File: src/rtl/mu_pkg.sv
// Shared constants and types for the MU bus responder and its multiplier.
package mu_pkg;

  localparam logic [26:0] MU_BASE    = 27'h2000000;
  localparam int          MUL_CYCLES = 32;

  localparam logic [26:0] OFS_MUL_A    = 27'h0;
  localparam logic [26:0] OFS_MUL_B    = 27'h1;
  localparam logic [26:0] OFS_MUL_LO   = 27'h2;
  localparam logic [26:0] OFS_MUL_HI   = 27'h3;
  localparam logic [26:0] OFS_CYC_LO   = 27'h4;
  localparam logic [26:0] OFS_CYC_HI   = 27'h5;
  localparam logic [26:0] OFS_TMR      = 27'h6;
  localparam logic [26:0] OFS_TMR_CTRL = 27'h7;
  localparam logic [26:0] OFS_SCRATCH  = 27'h8;

  typedef enum logic [1:0] {
    IDLE,
    ACCESS,
    MUL,
    DONE
  } mu_state_t;

endpackage

File: src/rtl/mu_multiplier.sv
// Iterative 32x32->64 unsigned shift-add multiplier; one partial product per cycle.
module mu_multiplier
  import mu_pkg::*;
(
  input  logic        clk,
  input  logic        reset,
  input  logic        start,
  input  logic [31:0] a,
  input  logic [31:0] b,
  output logic        busy,
  output logic [63:0] product,
  output logic        finish
);

  localparam int CW = $clog2(MUL_CYCLES);

  logic [CW-1:0] iter, iter_in;
  logic [63:0]   acc, acc_in, acc_nxt, mcand, mcand_in;
  logic [31:0]   mplier, mplier_in;

  // Iteration 0 runs on the start edge straight from the operand inputs.
  always_comb begin
    if (start) begin
      acc_in    = '0;
      mcand_in  = {32'b0, a};
      mplier_in = b;
      iter_in   = '0;
    end else begin
      acc_in    = acc;
      mcand_in  = mcand;
      mplier_in = mplier;
      iter_in   = iter;
    end
    acc_nxt = acc_in + (mplier_in[0] ? mcand_in : 64'd0);
  end

  always_ff @(posedge clk or posedge reset) begin
    if (reset) begin
      iter    <= '0;
      acc     <= '0;
      mcand   <= '0;
      mplier  <= '0;
      busy    <= 1'b0;
      product <= '0;
      finish  <= 1'b0;
    end else begin
      finish <= 1'b0;
      if (start || busy) begin
        acc    <= acc_nxt;
        mcand  <= mcand_in << 1;
        mplier <= mplier_in >> 1;
        iter   <= iter_in + 1'b1;
        busy   <= 1'b1;
        if (iter_in == CW'(MUL_CYCLES - 1)) begin
          busy    <= 1'b0;
          product <= acc_nxt;
          finish  <= 1'b1;
        end
      end
    end
  end

endmodule

File: src/rtl/mu_responder.sv
// MU bus responder: register file, multiplier host, cycle counter and one-shot timer.
//   state  | meaning
//   IDLE   | ready, waiting for a start strobe
//   ACCESS | register read/write, q latched
//   MUL    | waiting for the multiplier to finish
//   DONE   | done pulse, then back to IDLE
module mu_responder
  import mu_pkg::*;
(
  input  logic        clk,
  input  logic        reset,
  input  logic [26:0] bus_mu_addr,
  input  logic        bus_mu_start,
  input  logic [31:0] bus_mu_data,
  input  logic        bus_mu_we,
  output logic [31:0] bus_mu_q,
  output logic        bus_mu_done,
  output logic        bus_mu_ready,
  output logic        timer_int
);

  mu_state_t   state;
  logic [26:0] addr_r, ofs;
  logic        we_r;
  logic [31:0] data_r, rdata;
  logic [31:0] mul_a, mul_b, cyc_shadow, tmr_load, tmr_count;
  logic [63:0] cyc, mul_product;
  logic [31:0] scratch [8];
  logic        tmr_en, tmr_flag;
  logic        mul_start, mul_busy, mul_finish, tmr_ctrl_we, tmr_expire, is_scratch;

  assign ofs         = addr_r - MU_BASE;
  assign is_scratch  = (ofs[26:3] == OFS_SCRATCH[26:3]);
  assign mul_start   = (state == ACCESS) && we_r && (ofs == OFS_MUL_LO) && !mul_busy;
  assign tmr_ctrl_we = (state == ACCESS) && we_r && (ofs == OFS_TMR_CTRL);
  assign tmr_expire  = tmr_en && (tmr_count <= 32'd1);

  mu_multiplier u_mul (
    .clk     (clk),
    .reset   (reset),
    .start   (mul_start),
    .a       (mul_a),
    .b       (mul_b),
    .busy    (mul_busy),
    .product (mul_product),
    .finish  (mul_finish)
  );

  always_comb begin
    rdata = '0;
    case (ofs)
      OFS_MUL_A:    rdata = mul_a;
      OFS_MUL_B:    rdata = mul_b;
      OFS_MUL_LO:   rdata = mul_product[31:0];
      OFS_MUL_HI:   rdata = mul_product[63:32];
      OFS_CYC_LO:   rdata = cyc[31:0];
      OFS_CYC_HI:   rdata = cyc_shadow;
      OFS_TMR:      rdata = tmr_count;
      OFS_TMR_CTRL: rdata = {30'b0, tmr_flag, tmr_en};
      default:      if (is_scratch) rdata = scratch[ofs[2:0]];
    endcase
  end

  always_ff @(posedge clk or posedge reset) begin
    if (reset) begin
      state        <= IDLE;
      addr_r       <= '0;
      we_r         <= 1'b0;
      data_r       <= '0;
      bus_mu_q     <= '0;
      bus_mu_done  <= 1'b0;
      bus_mu_ready <= 1'b1;
      mul_a        <= '0;
      mul_b        <= '0;
      cyc_shadow   <= '0;
      tmr_load     <= '0;
      for (int i = 0; i < 8; i++) scratch[i] <= '0;
    end else begin
      case (state)
        IDLE: begin
          if (bus_mu_start) begin
            addr_r       <= bus_mu_addr;
            we_r         <= bus_mu_we;
            data_r       <= bus_mu_data;
            bus_mu_ready <= 1'b0;
            state        <= ACCESS;
          end
        end
        ACCESS: begin
          if (we_r) begin
            case (ofs)
              OFS_MUL_A: mul_a    <= data_r;
              OFS_MUL_B: mul_b    <= data_r;
              OFS_TMR:   tmr_load <= data_r;
              default:   if (is_scratch) scratch[ofs[2:0]] <= data_r;
            endcase
          end else begin
            bus_mu_q <= rdata;
            // Upper word is frozen together with the low-word read.
            if (ofs == OFS_CYC_LO) cyc_shadow <= cyc[63:32];
          end
          if (mul_start) begin
            state <= MUL;
          end else begin
            bus_mu_done <= 1'b1;
            state       <= DONE;
          end
        end
        MUL: begin
          if (mul_finish) begin
            bus_mu_q    <= mul_product[31:0];
            bus_mu_done <= 1'b1;
            state       <= DONE;
          end
        end
        DONE: begin
          bus_mu_done  <= 1'b0;
          bus_mu_ready <= 1'b1;
          state        <= IDLE;
        end
        default: state <= IDLE;
      endcase
    end
  end

  always_ff @(posedge clk or posedge reset) begin
    if (reset) cyc <= '0;
    else       cyc <= cyc + 64'd1;
  end

  // A control write in the expiry cycle owns enable/flag; the interrupt still fires.
  always_ff @(posedge clk or posedge reset) begin
    if (reset) begin
      tmr_count <= '0;
      tmr_en    <= 1'b0;
      tmr_flag  <= 1'b0;
      timer_int <= 1'b0;
    end else begin
      timer_int <= tmr_expire;
      if (tmr_ctrl_we) begin
        tmr_en <= data_r[0];
        if (data_r[1]) tmr_flag <= 1'b0;
      end else if (tmr_expire) begin
        tmr_en   <= 1'b0;
        tmr_flag <= 1'b1;
      end
      if (tmr_ctrl_we && data_r[0]) tmr_count <= tmr_load;
      else if (tmr_en)              tmr_count <= tmr_expire ? 32'd0 : tmr_count - 32'd1;
    end
  end

endmodule

File: config.mk
export PLATFORM = sky130hd
export DESIGN_NAME = mu_responder
export DESIGN_NICKNAME = d
export VERILOG_FILES = /design/src/rtl/mu_pkg.sv /design/src/rtl/mu_multiplier.sv /design/src/rtl/mu_responder.sv
export SDC_FILE = /design/constraint.sdc
export NUM_CORES = 2
export LEC_CHECK = 0
export BUFFER_PORTS_ARGS = -buffer_cell sky130_fd_sc_hd__buf_2
export CORE_MARGIN = 3
export CORE_UTILIZATION = 30
export DETAILED_ROUTE_END_ITERATION = 8
export SKIP_CTS_REPAIR_TIMING = 1
export SYNTH_ARGS = -nofsm -noshare
export SYNTH_HDL_FRONTEND = slang
export SYNTH_SLANG_ARGS = --single-unit
File: constraint.sdc
create_clock -name clk -period 30.1 [get_ports clk]
set_input_delay 0 -clock clk [delete_from_list [all_inputs] [get_ports clk]]
set_output_delay 0 -clock clk [all_outputs]
set_load 0.02 [all_outputs]
==> metrics <==
status=finished, final reports clean; vias in the first global route=28.7k; Iteration-0 DRC Markers=2461; die span in x=373 µm; routed vias/inst=5.21; final setup fails=0; Worst IR Drop VDD=0.0693 mV; Ys Warns=0; Syn Inst Count=around 3.7k; Worst R2R Start=addr_r[9]$_DFFE_PP0P_; Period Utilization, post-route=24.3%; grt ovf=0; number of vias in the routed layout=29.1k; first-pass GRT wire length=around 180 mm; Die Y=373 µm; DP Wirelength=between 70 and 80 mm; Clk Latency, worst-skew pair=0.69 ns; die area=139000 µm²; clock root buffer=clkbuf_16; Clock Skew=roughly 0.067 ns; capturing point of the worst reg2reg path=u_mul.acc[63]$_DFFE_PP0N_; CP Max Fanout=39; total core area=between 100000 and 150000 µm²; routed wire length=114 mm; R2R Setup Slk=22.77 ns; all-layer global routing usage=16.1%; Port Buffers=97; area grow syn2layout=14.5%; most frequent cells in the layout=dfrtp_1, nand2_1, mux2_2; Worst Hold Slack=around 0.059 ns; DRC viols=0; max-cap violations=0; worst path bufs/invs=3; #FFs+latches synth=just over 800; Reg clk slew, reported paths=approximately 0.06 ns; RSZ-0062 raised after global routing=false; Synthesized Nets=3858; met1 usage=between 20% and 30%; Antenna Nets Post-Route=0; critical path endpoint category=register; Num CTS Buffers=89; final setup TNS=0 ns; syn avg cell area=~11 µm²; LEAKAGE=22.4 nW; GP Congestion=between 0.8 and 0.9; minimum clock period=7.33 ns; Distinct cells, synth=a little over 70; Std-Cell Rows=133; busiest grt layer=met2; Post-Route Utilization=34.9%; Synth async-reset ratio=between 90% and 100%; initial antenna violation count=6; Critical-path top delay cell=a2111oi_0; NumNets Final=3891; worst-path cell chain=nor4_1 -> nand4_1 -> nor3_2 -> and3_1 -> buf_4 -> and2_1 -> buf_4 -> nand2b_4 -> mux2i_2 -> buf_4 -> a21oi_1 -> ha_1 -> a21oi_1 -> o21bai_1 -> a22oi_1 -> nand3_1 -> a2111oi_0 -> o31ai_1 -> a31o_2 -> or3b_2 -> o21ai_0 -> a21oi_1; synthesized area=40300 µm²; Synth Flop Type=dfrtp_1; Least-Margin Pin Slew=1.09 ns; DR WL/cell=a little over 20 µm; worst rel slew slack=26.0%; Hold Path Class=input pin to asynchronous set/reset pin; Max H-tree Level=3; CP peak stage delay=0.95 ns; Worst Setup Start Kind=register; number of hold violations in the final report=0; routing usage on met2=24.0%; # diodes=0; cell count of the worst reg-to-reg path=22; data arrival time of the worst path=around 7.8 ns; WS Path Type=register to register; max-slew violations=0; io pins=just under 100; Initial Util=30.5%; TritonCTS clock tree=yes; leading cell type in the layout, fill and taps excluded=dfrtp_1; Post-synth EDFFs=0; PwrDens=around 61 nW/µm²; maximum clock path buffer count=3; layout cell share with drive strength beyond 1=around 23%; register area share after synthesis=50.1%; DRT Pass-1 Iters=7; met3 global-route usage=2.86%; clk sinks=808; largest net degree at the start of global routing=between 150 and 200; top cell family by delay on the critical path=compound AO/OA/AOI/OAI gates; CP required=30.60 ns; fmax=136 MHz
worst min-delay path: cells and delay by family:
family | cells | cell delay (ns)
buffers and inverters | 3 | 1.20
power breakdown:
part	internal [mW]	total, mW	leakage (nW)	switching (mW)
logic	0.150	0.399	9.79	0.249
registers	1.14	1.29	11.1	0.148
clock network	0.646	1.12	1.48	0.471
total	1.94	2.81	22.4	0.868
sequential cells by signal (all words and copies together), names as in the netlist, 27 cells and up:
name,count
addr_r,27
mul_a,32
bus_mu_q,32
tmr_count,32
cyc_shadow,32
tmr_load,32
mul_b,32
u_mul.mcand,63
scratch,256
u_mul.acc,64
u_mul.mplier,31
data_r,32
u_mul.product,64
cyc,64
metal layers:
metal / share of wire, % / wire length (µm)
met2: 44 / 49800
met4: 2.5 / 2860
met3: 6.5 / 7390
met5: 0 / 0
met1: 48 / 54300
per-stage QoR:
step | instance area (µm²) | instances | power, mW | setup WS [ns]
after global placement | 42500 | 5356 | 1.70 | 22.89
after floorplan | 40300 | 3721 | 1.50 | 7.41
after detailed placement | 42500 | 5356 | 1.71 | 22.91
after CTS | 45600 | 5519 | 2.83 | 22.83
after global routing | 46200 | 5581 | 2.93 | 22.11
final | 46200 | 5581 | 2.81 | 22.77
how the worst max path moves through the flow:
stage                                      start                   endpoint  slack (ns)  depth (start not counted)
after floorplan                            reset      addr_r[0]$_DFFE_PP0P_        7.41                          1
after global placement     addr_r[9]$_DFFE_PP0P_  u_mul.acc[63]$_DFFE_PP0N_       22.89                         22
after detailed placement   addr_r[9]$_DFFE_PP0P_  u_mul.acc[63]$_DFFE_PP0N_       22.91                         22
after CTS                  addr_r[9]$_DFFE_PP0P_  u_mul.acc[63]$_DFFE_PP0N_       22.83                         22
after global routing      addr_r[10]$_DFFE_PP0P_  u_mul.acc[63]$_DFFE_PP0N_       22.11                         22
final                      addr_r[9]$_DFFE_PP0P_  u_mul.acc[63]$_DFFE_PP0N_       22.77                         22
synthesized netlist by cell type (all sizes together) (30+ instances only):
master | n | area [µm²]
mux2i | 66 | 661
nand2 | 663 | 2490
nor2 | 95 | 357
buf | 64 | 244
nand4 | 34 | 213
and2 | 79 | 494
mux2 | 480 | 5410
a221o | 33 | 330
mux4 | 64 | 1440
nor3 | 30 | 155
xor2 | 41 | 359
o21ai | 238 | 1190
nand3 | 87 | 435
dfrtp | 807 | 20200
and3 | 66 | 413
clkbuf | 202 | 758
a221oi | 40 | 350
xnor2 | 99 | 867
inv | 41 | 154
ha | 73 | 913
a21o | 45 | 338
a22oi | 61 | 458
a21oi | 128 | 641
kinds of logic after synthesis:
family | synth area share [%]
multiplexers | 18.6
AND/OR/NAND/NOR | 12.8
adder cells (fa/ha/maj) | 2.31
flip-flops | 50.1
AO/OA/AOI/OAI | 10.2
buffers and inverters | 2.88
XOR/XNOR | 3.04
layout make-up:
type | count | area (µm²)
Clock buffer | 131 | 2580
Clock inverter | 32 | 454
Fill cell | 13300 | 86300
Inverter | 43 | 169
Multi-Input combinational cell | 2604 | 19100
Sequential cell | 808 | 20200
Tap cell | 1755 | 2200
Timing Repair Buffer | 208 | 1500
Note: power is estimated with default switching activity, not from simulation.
